File: config.mk
export PLATFORM = sky130hd
export DESIGN_NAME = jtag_host_driver
export DESIGN_NICKNAME = d
export VERILOG_FILES = /design/src/rtl/jtag_pkg.sv /design/src/rtl/tap_state_tracker.sv /design/src/rtl/jtag_host_driver.sv
export SDC_FILE = /design/constraint.sdc
export NUM_CORES = 1
export LEC_CHECK = 0
export BUFFER_PORTS_ARGS = -buffer_cell sky130_fd_sc_hd__buf_4
export CAP_MARGIN = 40
export CELL_PAD_IN_SITES_DETAIL_PLACEMENT = 0
export CELL_PAD_IN_SITES_GLOBAL_PLACEMENT = 1
export CORE_MARGIN = 3
export CORE_UTILIZATION = 43
export DETAILED_ROUTE_END_ITERATION = 8
export GPL_ROUTABILITY_DRIVEN = 0
export GPL_TIMING_DRIVEN = 0
export PLACE_DENSITY = 0.89
export SLEW_MARGIN = 20
export SYNTH_ARGS = -nofsm -noshare
export SYNTH_HDL_FRONTEND = slang
export SYNTH_HIERARCHICAL = 1
export SYNTH_SLANG_ARGS = --single-unit
File: constraint.sdc
create_clock -name tck -period 3.2 [get_ports tck]
set_input_delay 0.16 -clock tck [delete_from_list [all_inputs] [get_ports tck]]
set_output_delay 0.16 -clock tck [all_outputs]
set_load 0.1 [all_outputs]
File: src/rtl/jtag_pkg.sv
// Shared types and constants for the JTAG host driver: TAP state encoding,
// host command opcodes and fixed TMS sequence lengths.
package jtag_pkg;

  // Classic 1149.1 TAP state encoding.
  typedef enum logic [3:0] {
    EXIT2_DR         = 4'h0,
    EXIT1_DR         = 4'h1,
    SHIFT_DR         = 4'h2,
    PAUSE_DR         = 4'h3,
    SELECT_IR_SCAN   = 4'h4,
    UPDATE_DR        = 4'h5,
    CAPTURE_DR       = 4'h6,
    SELECT_DR_SCAN   = 4'h7,
    EXIT2_IR         = 4'h8,
    EXIT1_IR         = 4'h9,
    SHIFT_IR         = 4'hA,
    PAUSE_IR         = 4'hB,
    RUN_TEST_IDLE    = 4'hC,
    UPDATE_IR        = 4'hD,
    CAPTURE_IR       = 4'hE,
    TEST_LOGIC_RESET = 4'hF
  } tap_state_t;

  typedef enum logic [1:0] {
    OP_TLR      = 2'd0,
    OP_IDLE     = 2'd1,
    OP_SHIFT_IR = 2'd2,
    OP_SHIFT_DR = 2'd3
  } host_op_t;

  // TMS cycles outside the data bits for each sequence type.
  localparam int TLR_TMS_LEN = 6;
  localparam int DR_OVERHEAD = 5;
  localparam int IR_OVERHEAD = 6;

  function automatic logic is_shift_state(input tap_state_t s);
    return (s == SHIFT_DR) || (s == SHIFT_IR);
  endfunction

endpackage

File: src/rtl/tap_state_tracker.sv
// Shadow model of a target TAP controller: the 16-state next-state function
// of (state, tms) plus the state register, clocked with the target.
module tap_state_tracker
  import jtag_pkg::*;
(
  input  logic       tck,
  input  logic       reset,
  input  logic       tms,
  output tap_state_t state,
  output tap_state_t next_state
);

  // Standard TAP transition graph.
  always_comb begin
    // NOTE: a default assignment ahead of the case keeps every path driven, so no latch is inferred.
    next_state = TEST_LOGIC_RESET;
    case (state)
      TEST_LOGIC_RESET: next_state = tms ? TEST_LOGIC_RESET : RUN_TEST_IDLE;
      RUN_TEST_IDLE:    next_state = tms ? SELECT_DR_SCAN   : RUN_TEST_IDLE;
      SELECT_DR_SCAN:   next_state = tms ? SELECT_IR_SCAN   : CAPTURE_DR;
      CAPTURE_DR:       next_state = tms ? EXIT1_DR         : SHIFT_DR;
      SHIFT_DR:         next_state = tms ? EXIT1_DR         : SHIFT_DR;
      EXIT1_DR:         next_state = tms ? UPDATE_DR        : PAUSE_DR;
      PAUSE_DR:         next_state = tms ? EXIT2_DR         : PAUSE_DR;
      EXIT2_DR:         next_state = tms ? UPDATE_DR        : SHIFT_DR;
      UPDATE_DR:        next_state = tms ? SELECT_DR_SCAN   : RUN_TEST_IDLE;
      SELECT_IR_SCAN:   next_state = tms ? TEST_LOGIC_RESET : CAPTURE_IR;
      CAPTURE_IR:       next_state = tms ? EXIT1_IR         : SHIFT_IR;
      SHIFT_IR:         next_state = tms ? EXIT1_IR         : SHIFT_IR;
      EXIT1_IR:         next_state = tms ? UPDATE_IR        : PAUSE_IR;
      PAUSE_IR:         next_state = tms ? EXIT2_IR         : PAUSE_IR;
      EXIT2_IR:         next_state = tms ? UPDATE_IR        : SHIFT_IR;
      UPDATE_IR:        next_state = tms ? SELECT_DR_SCAN   : RUN_TEST_IDLE;
      default:          next_state = TEST_LOGIC_RESET;
    endcase
  end

  // State register; reset matches the TMS-high reset value of the host.
  always_ff @(posedge tck) begin
    // NOTE: sequential state uses non-blocking assignments so all registers update together at the edge.
    if (reset) state <= TEST_LOGIC_RESET;
    else       state <= next_state;
  end

endmodule

File: src/rtl/jtag_host_driver.sv
// JTAG host driver: converts TLR / IDLE / SHIFT_IR / SHIFT_DR commands into
// registered TMS/TDI sequences, captures TDO during shift states and returns
// it in a one-cycle response. Optional expected-value compare is enabled by
// defining JTAG_HOST_EXPECT_EN.
module jtag_host_driver
  import jtag_pkg::*;
#(
  parameter int MAX_LEN = 32,
  parameter int CNT_W   = $clog2(MAX_LEN + 1)
) (
  input  logic               tck,
  input  logic               reset,
  input  logic               cmd_valid,
  output logic               cmd_ready,
  input  logic [1:0]         cmd_op,
  input  logic [CNT_W-1:0]   cmd_len,
  input  logic [MAX_LEN-1:0] cmd_data,
`ifdef JTAG_HOST_EXPECT_EN
  input  logic [MAX_LEN-1:0] cmd_expect,
  input  logic [MAX_LEN-1:0] cmd_mask,
  output logic               rsp_mismatch,
`endif
  output logic               rsp_valid,
  output logic [MAX_LEN-1:0] rsp_data,
  output logic               rsp_err,
  output logic               tms,
  output logic               tdi,
  input  logic               tdo,
  output logic [3:0]         tap_state,
  output logic               busy
);

  typedef enum logic [1:0] {ST_INIT, ST_WAIT, ST_RUN} fsm_t;

  fsm_t               fsm;
  host_op_t           op;
  logic [CNT_W-1:0]   len;
  logic [CNT_W-1:0]   cnt;       // TLR: next cycle index; IDLE: cycles left; SHIFT: bits left after current
  logic [MAX_LEN-1:0] data;
  logic [MAX_LEN-1:0] cap;
  logic [MAX_LEN-1:0] bit_mask;  // one-hot position of the bit in the current shift cycle
`ifdef JTAG_HOST_EXPECT_EN
  logic [MAX_LEN-1:0] exp_q;
  logic [MAX_LEN-1:0] msk_q;
`endif

  tap_state_t         cur_state;
  tap_state_t         nxt_state;

  logic               in_shift;
  logic [CNT_W-1:0]   shift_rem;
  logic [MAX_LEN-1:0] next_mask;
  logic [MAX_LEN-1:0] cap_next;
  logic               done;
  host_op_t           cmd_op_e;
  logic               cmd_bad;
  logic               cmd_now;

  tap_state_tracker u_tracker (
    .tck        (tck),
    .reset      (reset),
    .tms        (tms),
    .state      (cur_state),
    .next_state (nxt_state)
  );

  assign tap_state = cur_state;
  assign busy      = ~cmd_ready;

  // Sequencing helpers derived from the shadow state and latched command.
  always_comb begin
    in_shift  = is_shift_state(cur_state);
    shift_rem = in_shift ? cnt : len;
    next_mask = in_shift ? (bit_mask << 1) : {{(MAX_LEN-1){1'b0}}, 1'b1};
    cap_next  = (in_shift && tdo) ? (cap | bit_mask) : cap;
    done      = (op == OP_IDLE) ? (cnt == CNT_W'(1)) : (nxt_state == RUN_TEST_IDLE);
    cmd_op_e  = host_op_t'(cmd_op);
    cmd_bad   = ((cmd_op_e == OP_SHIFT_IR) || (cmd_op_e == OP_SHIFT_DR)) &&
                ((cmd_len == '0) || (cmd_len > CNT_W'(MAX_LEN)));
    cmd_now   = cmd_bad || ((cmd_op_e == OP_IDLE) && (cmd_len == '0));
  end

  // Host FSM: init walk to Idle, command acceptance, TMS/TDI generation and response.
  always_ff @(posedge tck) begin
    if (reset) begin
      fsm       <= ST_INIT;
      op        <= OP_TLR;
      len       <= '0;
      cnt       <= CNT_W'(1);
      data      <= '0;
      cap       <= '0;
      bit_mask  <= '0;
      tms       <= 1'b1;
      tdi       <= 1'b0;
      cmd_ready <= 1'b0;
      rsp_valid <= 1'b0;
      rsp_err   <= 1'b0;
      rsp_data  <= '0;
`ifdef JTAG_HOST_EXPECT_EN
      exp_q        <= '0;
      msk_q        <= '0;
      rsp_mismatch <= 1'b0;
`endif
    end else begin
      rsp_valid <= 1'b0;
      rsp_err   <= 1'b0;
      case (fsm)
        ST_WAIT: begin
          if (cmd_valid) begin
            op   <= cmd_op_e;
            len  <= cmd_len;
            data <= cmd_data;
            cap  <= '0;
`ifdef JTAG_HOST_EXPECT_EN
            exp_q <= cmd_expect;
            msk_q <= cmd_mask;
`endif
            if (cmd_now) begin
              // Rejected shifts and zero-length idles answer at once without TMS activity.
              rsp_valid <= 1'b1;
              rsp_err   <= cmd_bad;
              rsp_data  <= '0;
`ifdef JTAG_HOST_EXPECT_EN
              rsp_mismatch <= |(cmd_expect & cmd_mask);
`endif
            end else begin
              fsm       <= ST_RUN;
              cmd_ready <= 1'b0;
              tms       <= (cmd_op_e != OP_IDLE);
              cnt       <= (cmd_op_e == OP_IDLE) ? cmd_len : CNT_W'(1);
            end
          end
        end

        default: begin  // ST_INIT and ST_RUN share the sequencer
          cap <= cap_next;
          if (done) begin
            fsm       <= ST_WAIT;
            cmd_ready <= 1'b1;
            tms       <= 1'b0;
            tdi       <= 1'b0;
            if (fsm == ST_RUN) begin
              rsp_valid <= 1'b1;
              rsp_data  <= cap_next;
`ifdef JTAG_HOST_EXPECT_EN
              rsp_mismatch <= |((cap_next ^ exp_q) & msk_q);
`endif
            end
          end else begin
            tdi <= 1'b0;
            case (op)
              OP_TLR: begin
                tms <= (cnt < CNT_W'(TLR_TMS_LEN - 1));
                cnt <= cnt + CNT_W'(1);
              end
              OP_IDLE: begin
                tms <= 1'b0;
                cnt <= cnt - CNT_W'(1);
              end
              default: begin
                case (nxt_state)
                  SELECT_DR_SCAN: tms <= (op == OP_SHIFT_IR);
                  SHIFT_DR, SHIFT_IR: begin
                    tms      <= (shift_rem == CNT_W'(1));
                    cnt      <= shift_rem - CNT_W'(1);
                    bit_mask <= next_mask;
                    tdi      <= |(data & next_mask);
                  end
                  EXIT1_DR, EXIT1_IR: tms <= 1'b1;
                  default:            tms <= 1'b0;
                endcase
              end
            endcase
          end
        end
      endcase
    end
  end

endmodule
==> results of run 1 <==
==> metrics by stage <==
step / hold WS (ps) / cells / utilization
after floorplan: 259 / 815 / -
after global placement: 395 / 1084 / 0.505
after detailed placement: 401 / 1084 / 0.506
after CTS: 1.05 / 1145 / 0.566
after global routing: 7.64 / 1145 / 0.566
final: 12.9 / 1145 / 0.566
==> cell usage in the layout, fill, tap and decap left out, drive strengths merged, types with 4 or more instances in the layout <==
cell type / instances
dfxtp: 152
a21oi: 144
nand2: 127
buf: 95
clkbuf: 80
nor2: 75
nand3: 56
a22oi: 41
or3: 34
dlygate4sd3: 29
inv: 9
o21ai: 8
xor2: 7
nor4: 6
nor3b: 5
mux2i: 5
ha: 5
nor2b: 5
a22o: 5
clkinv: 5
nand2b: 4
a211oi: 4
nor3: 4
a221oi: 4
and2: 4
==> layout make-up <==
cell class | count | share of cell area
Clock buffer | 22 | 0.0568
Buffer | 68 | 0.0330
Inverter | 7 | 0.00315
Sequential cell | 152 | 0.365
Timing Repair Buffer | 114 | 0.111
Tap cell | 184 | 0.0276
Multi-Input combinational cell | 588 | 0.389
Clock inverter | 10 | 0.0141
==> cells by family after synthesis <==
group	Yosys count	synth area share
and+or+nand+nor	337	0.243
AOI/OAI and AO/OA	230	0.216
DFF	152	0.462
buffers and inverters	75	0.0458
xor gates and xnor gates	10	0.0133
muxes	6	0.00988
adders and majority gates	5	0.00950
==> registers in the layout (all words and copies together) (netlist names) <==
signal and count:
rsp_valid 1, tdi 1, fsm 2, cap 32, bit_mask 32, op 2, data 32, tms 1
u_tracker/state 4, len 6, rsp_err 1, rsp_data 32, cnt 6
==> power breakdown <==
group | internal, mW | switching, mW | total [mW] | leakage, nW
Clock | 1.21 | 0.794 | 2.01 | 0.291
Combinational | 0.567 | 1.05 | 1.62 | 1.41
Sequential | 2.02 | 0.157 | 2.18 | 1.23
Total | 3.80 | 2.00 | 5.80 | 2.93
==> worst paths after layout <==
path                      start      endpoint  slack [ps]  cells after the start
min reg2reg            data[29]      data[29]         450                      2
max reg2reg  u_tracker/state[2]  rsp_data[10]         310                     10
max          u_tracker/state[2]  rsp_data[10]         310                     10
min                 cmd_data[6]       data[6]          10                      3
==> layer usage <==
metal	vias to the layer above	share of wire	track usage
met5	-	0	0
met3	33	0.063	0.0471
met1	2912	0.49	0.341
met4	0	0.022	0.0831
li1	3157	-	-
met2	228	0.42	0.324
==> worst max-delay path: stages, from the launching register on <==
cell      delay [ps]
dfxtp_1          390
and4_2           260
a221oi_1         340
o21ai_2          150
nor4bb_1         340
a32o_2           250
nand3_1          140
buf_2            210
clkbuf_1         190
or3_1            390
a21oi_1          140
==> repair_timing <==
item,CTS,global route
setup endpoints to repair,0,30
endpoints found under the hold margin,32,0
gates resized for setup,0,3
hold buffers,29,0
==> results.yml, run 1 <==
layout:
  layout-drive-gt1-share: 0.151
  multi_input_area_um2: 3250
  area_growth_pct: 26.8
  regArea_um2: 3050
  n_fill_cell: 1413
  fin_area_um2: 8350
  nNetsFinal: 997
  diodes: 0
sta:
  rsz0062_at_grt: "no"
  timing.fmax_mhz: 346
  setup_viol: 0
  fin_crit_ps: 2890
  maxSlewHeadroom: 0.478
  post-route-period-util: 0.903
  skew_ps: 9.63
  worstMarginPinSlew_ps: 772
  fin_ws_ps: 309
  drv_slew: 0
  finalHoldViolations: 0
  setup_tns_ps: 0
synthesis:
  ys_seq_elements: 152
  ys_seq_area_frac: 0.462
  synth_area_leader_cell: "dfxtp_1"
  syn_area_um2: 6580
  syn_nets: 864
  synth_most_common_cell: "dfxtp_1"
  yosys-top-cells-count: "dfxtp_1 (152), a21oi_1 (144), nand2_1 (127)"
  ys_warn_count: 6
  avgSynthCellArea_um2: 8.08
  synth.area.top_cells: "dfxtp_1 (46%), a21oi_1 (11%), nand2_1 (7.2%), a22oi_1 (4.7%), nor2_1 (4.3%)"
  yosys_most_used_dff: "dfxtp_1"
  post_synth_inst_count: 815
  synth_cell_types: 67
  synth-async-reset-ratio: 0
  synth_edf_count: 0
  synth_top_area_share: 0.462
flow_run:
  cap_violations: 0
grt:
  grt_pass1_vias: 5699
  grt_pass1_wl_mm: 30.2
  antenna_found_initial: 0
  track_usage: 0.228
  grt_start_max_net_pins: 17
  grt-ovfl-total: 0
die:
  fp.dieArea_um2: 16800
  core_um2: 14800
  rows: 44
  dieWidth_um: 130
  io_pins: 86
  initial_core_util: 0.446
  die_height_um: 130
drt:
  postRouteWirelength_mm: 18.8
  vias: 6330
  drtIter0Drc: 569
  ant_nets: 0
  first_pass_iters: 7
  via_per_inst: 5.53
  wl_per_cell_um: 16.4
  drc: 0
power_and_ir_drop:
  peakVddDrop_v: 0.000383
  power_density_nw_per_um2: 695
  p_leak_nw: 2.93
  p_total_mw: 5.80
clock_network:
  cts.path.max_buffers: 2
  clk-insertion-delay-late_ps: 420
  cts.sinks: 152
  clockRootBuffer: "clkbuf_16"
  clk_pin_slew_ps: 60
  cts_tree: "built"
  cts_htree_levels: 4
  cts_setup_buffers: 0
  cts-buffers-inserted: 17
placed_design:
  port_buffers: 85
  hpwl_mm: 13.7
  post_dp_cell_area_um2: 7460
  dp_slack_ps: 173
worst_hold_path:
  hp-class: "primary input to flip-flop"
setup_path:
  crit_path_start_kind: "flip-flop"
  cp-end-kind: "flip-flop"
  crit_arrival_ps: 3240
  required_ps: 3550
  critPathMaxFanout: 10
  path_class: "flip-flop to flip-flop"
status:
  status: "complete, no violations"
(Power assumes the default switching activity.)
==> run 2: changes to the inputs <==
==> constraint.sdc (replaced) <==
create_clock -name tck -period 3.32 [get_ports tck]
set_input_delay 0.166 -clock tck [delete_from_list [all_inputs] [get_ports tck]]
set_output_delay 0.166 -clock tck [all_outputs]
set_load 0.1 [all_outputs]
==> results.yml, run 2 (synthesis results as in run 1) <==
placed_design:
  hpwl_mm: 13.9
  dp.cells: 1084
  port_buffers: 85
layout:
  layout-drive-gt1-share: 0.146
  regArea_um2: 3040
  layout_commonest_cell: "dfxtp_1"
  diodes: 0
  area_growth_pct: 26.2
  multi_input_area_um2: 3250
  n_fill_cell: 1390
  final_cell_mix: "dfxtp_1 (151), a21oi_1 (144), nand2_1 (127)"
  fin_util: 0.563
  nNetsFinal: 997
  final_cells: 1145
power_and_ir_drop:
  clockPowerShare: 0.335
  combPwrFrac: 0.282
  p_leak_nw: 2.90
  swShare: 0.351
  sequentialPowerShare: 0.383
  p_switching_mw: 1.92
  intPower_mw: 3.56
  peakVddDrop_v: 0.000343
  power_density_nw_per_um2: 660
drt:
  via_per_inst: 5.51
  wl_per_cell_um: 16.5
  first_pass_iters: 5
  drc: 0
  drtIter0Drc: 575
  postRouteWirelength_mm: 18.9
  vias: 6304
  ant_nets: 0
setup_path:
  r2r_cells: 10
  critPathMaxFanout: 10
  path_class: "flip-flop to flip-flop"
  required_ps: 3670
  rrSetupSlack_ps: 240
  cp_top_family: "simple AND/OR/NAND/NOR gates"
  worstSetupPathDepth: 10
  cp-end-kind: "flip-flop"
  path_cells: "and4_2 > a221oi_1 > o21ai_1 > nor4bb_1 > a32o_1 > nand3_1 > buf_2 > clkbuf_1 > or3_1 > a21oi_1"
  worst-path-buf-inv: 2
  critPathSlowestCell: "dfxtp_1"
  crit_arrival_ps: 3430
  slowest_delay_ps: 400
  crit_path_start_kind: "flip-flop"
die:
  initial_core_util: 0.446
  core_um2: 14800
  io_pins: 86
  rows: 44
  dieWidth_um: 130
  fp.dieArea_um2: 16800
  die_height_um: 130
sta:
  setup_viol: 0
  finalHoldViolations: 0
  drv_slew: 0
  fin_hold_ws_ps: 12.8
  worstMarginPinSlew_ps: 747
  post-route-period-util: 0.927
  setup_tns_ps: 0
  rsz0062_at_grt: "no"
  skew_ps: 6.86
  fin_crit_ps: 3080
  maxSlewHeadroom: 0.495
  timing.fmax_mhz: 325
clock_network:
  clk_pin_slew_ps: 60
  cts_setup_buffers: 0
  clk-insertion-delay-late_ps: 420
  cts.path.max_buffers: 2
  cts_tree: "built"
  cts.sinks: 152
  cts_htree_levels: 4
  clockRootBuffer: "clkbuf_16"
  cts-buffers-inserted: 17
grt:
  grt_pass1_vias: 5795
  grt_pass1_wl_mm: 30.5
  antenna_found_initial: 0
  track_usage: 0.232
  grt-ovfl-total: 0
  grt_start_max_net_pins: 17
flow_run:
  cap_violations: 0
status:
  status: "complete, no violations"
worst_hold_path:
  hp-class: "primary input to flip-flop"
  hold_depth: 3
[run 2: cell count changes in the layout (fill, tap and decap cells not counted), sizes merged]
cell      previous run  this run
bufinv               2         1
clkinv               5         4
clkinvlp             1         3
[run 2: what timing repair did]
action / CTS / global route
hold endpoints to repair: 32 / 0
hold buffers: 29 / 0
setup endpoints to repair: 0 / 14
resized for setup: 0 / 2
[run 2: per-stage QoR]
step	setup slack [ps]	cell area, µm²	power, mW
global route	5.58	8310	5.73
CTS	154	8310	5.48
detailed placement	183	7460	3.63
floorplan	13.9	6580	3.23
global placement	256	7450	3.63
finish	243	8310	5.48
[run 2: power by group through the flow]
stage | Combinational, mW | Clock (mW) | Sequential [mW]
final | 1.55 | 1.84 | 2.10
after global routing | 1.67 | 1.94 | 2.11
after CTS | 1.53 | 1.86 | 2.09
after detailed placement | 1.50 | 0 | 2.14
after global placement | 1.49 | 0 | 2.13
after floorplan | 0.946 | 0 | 2.29
[run 2: final cells by class]
type,instances,area share
Buffer,68,0.0331
Clock buffer,22,0.0559
Clock inverter,10,0.0113
Inverter,7,0.00316
Multi-Input combinational cell,588,0.391
Sequential cell,152,0.366
Tap cell,184,0.0277
Timing Repair Buffer,114,0.112
[run 2: worst min-delay path, delay by kind of cell]
family	cells	cell delay [ps]
AO/OA/AOI/OAI	1	60
AND/OR/NAND/NOR	1	60
buffers and inverters	1	100
[run 2: path summary, 6_finish.rpt]
path / from / to
setup / recovery: tms / rsp_data[8]
setup reg to reg: tms / rsp_data[8]
hold / removal: cmd_data[24] / data[24]
hold reg to reg: data[24] / data[24]
[run 2: routing by layer]
metal	share of wire	track usage	vias to the layer above
met1	0.49	0.342	2934
met2	0.44	0.342	201
met4	0.020	0.0782	0
met3	0.058	0.0438	29
li1	-	-	3140
met5	0	0	-
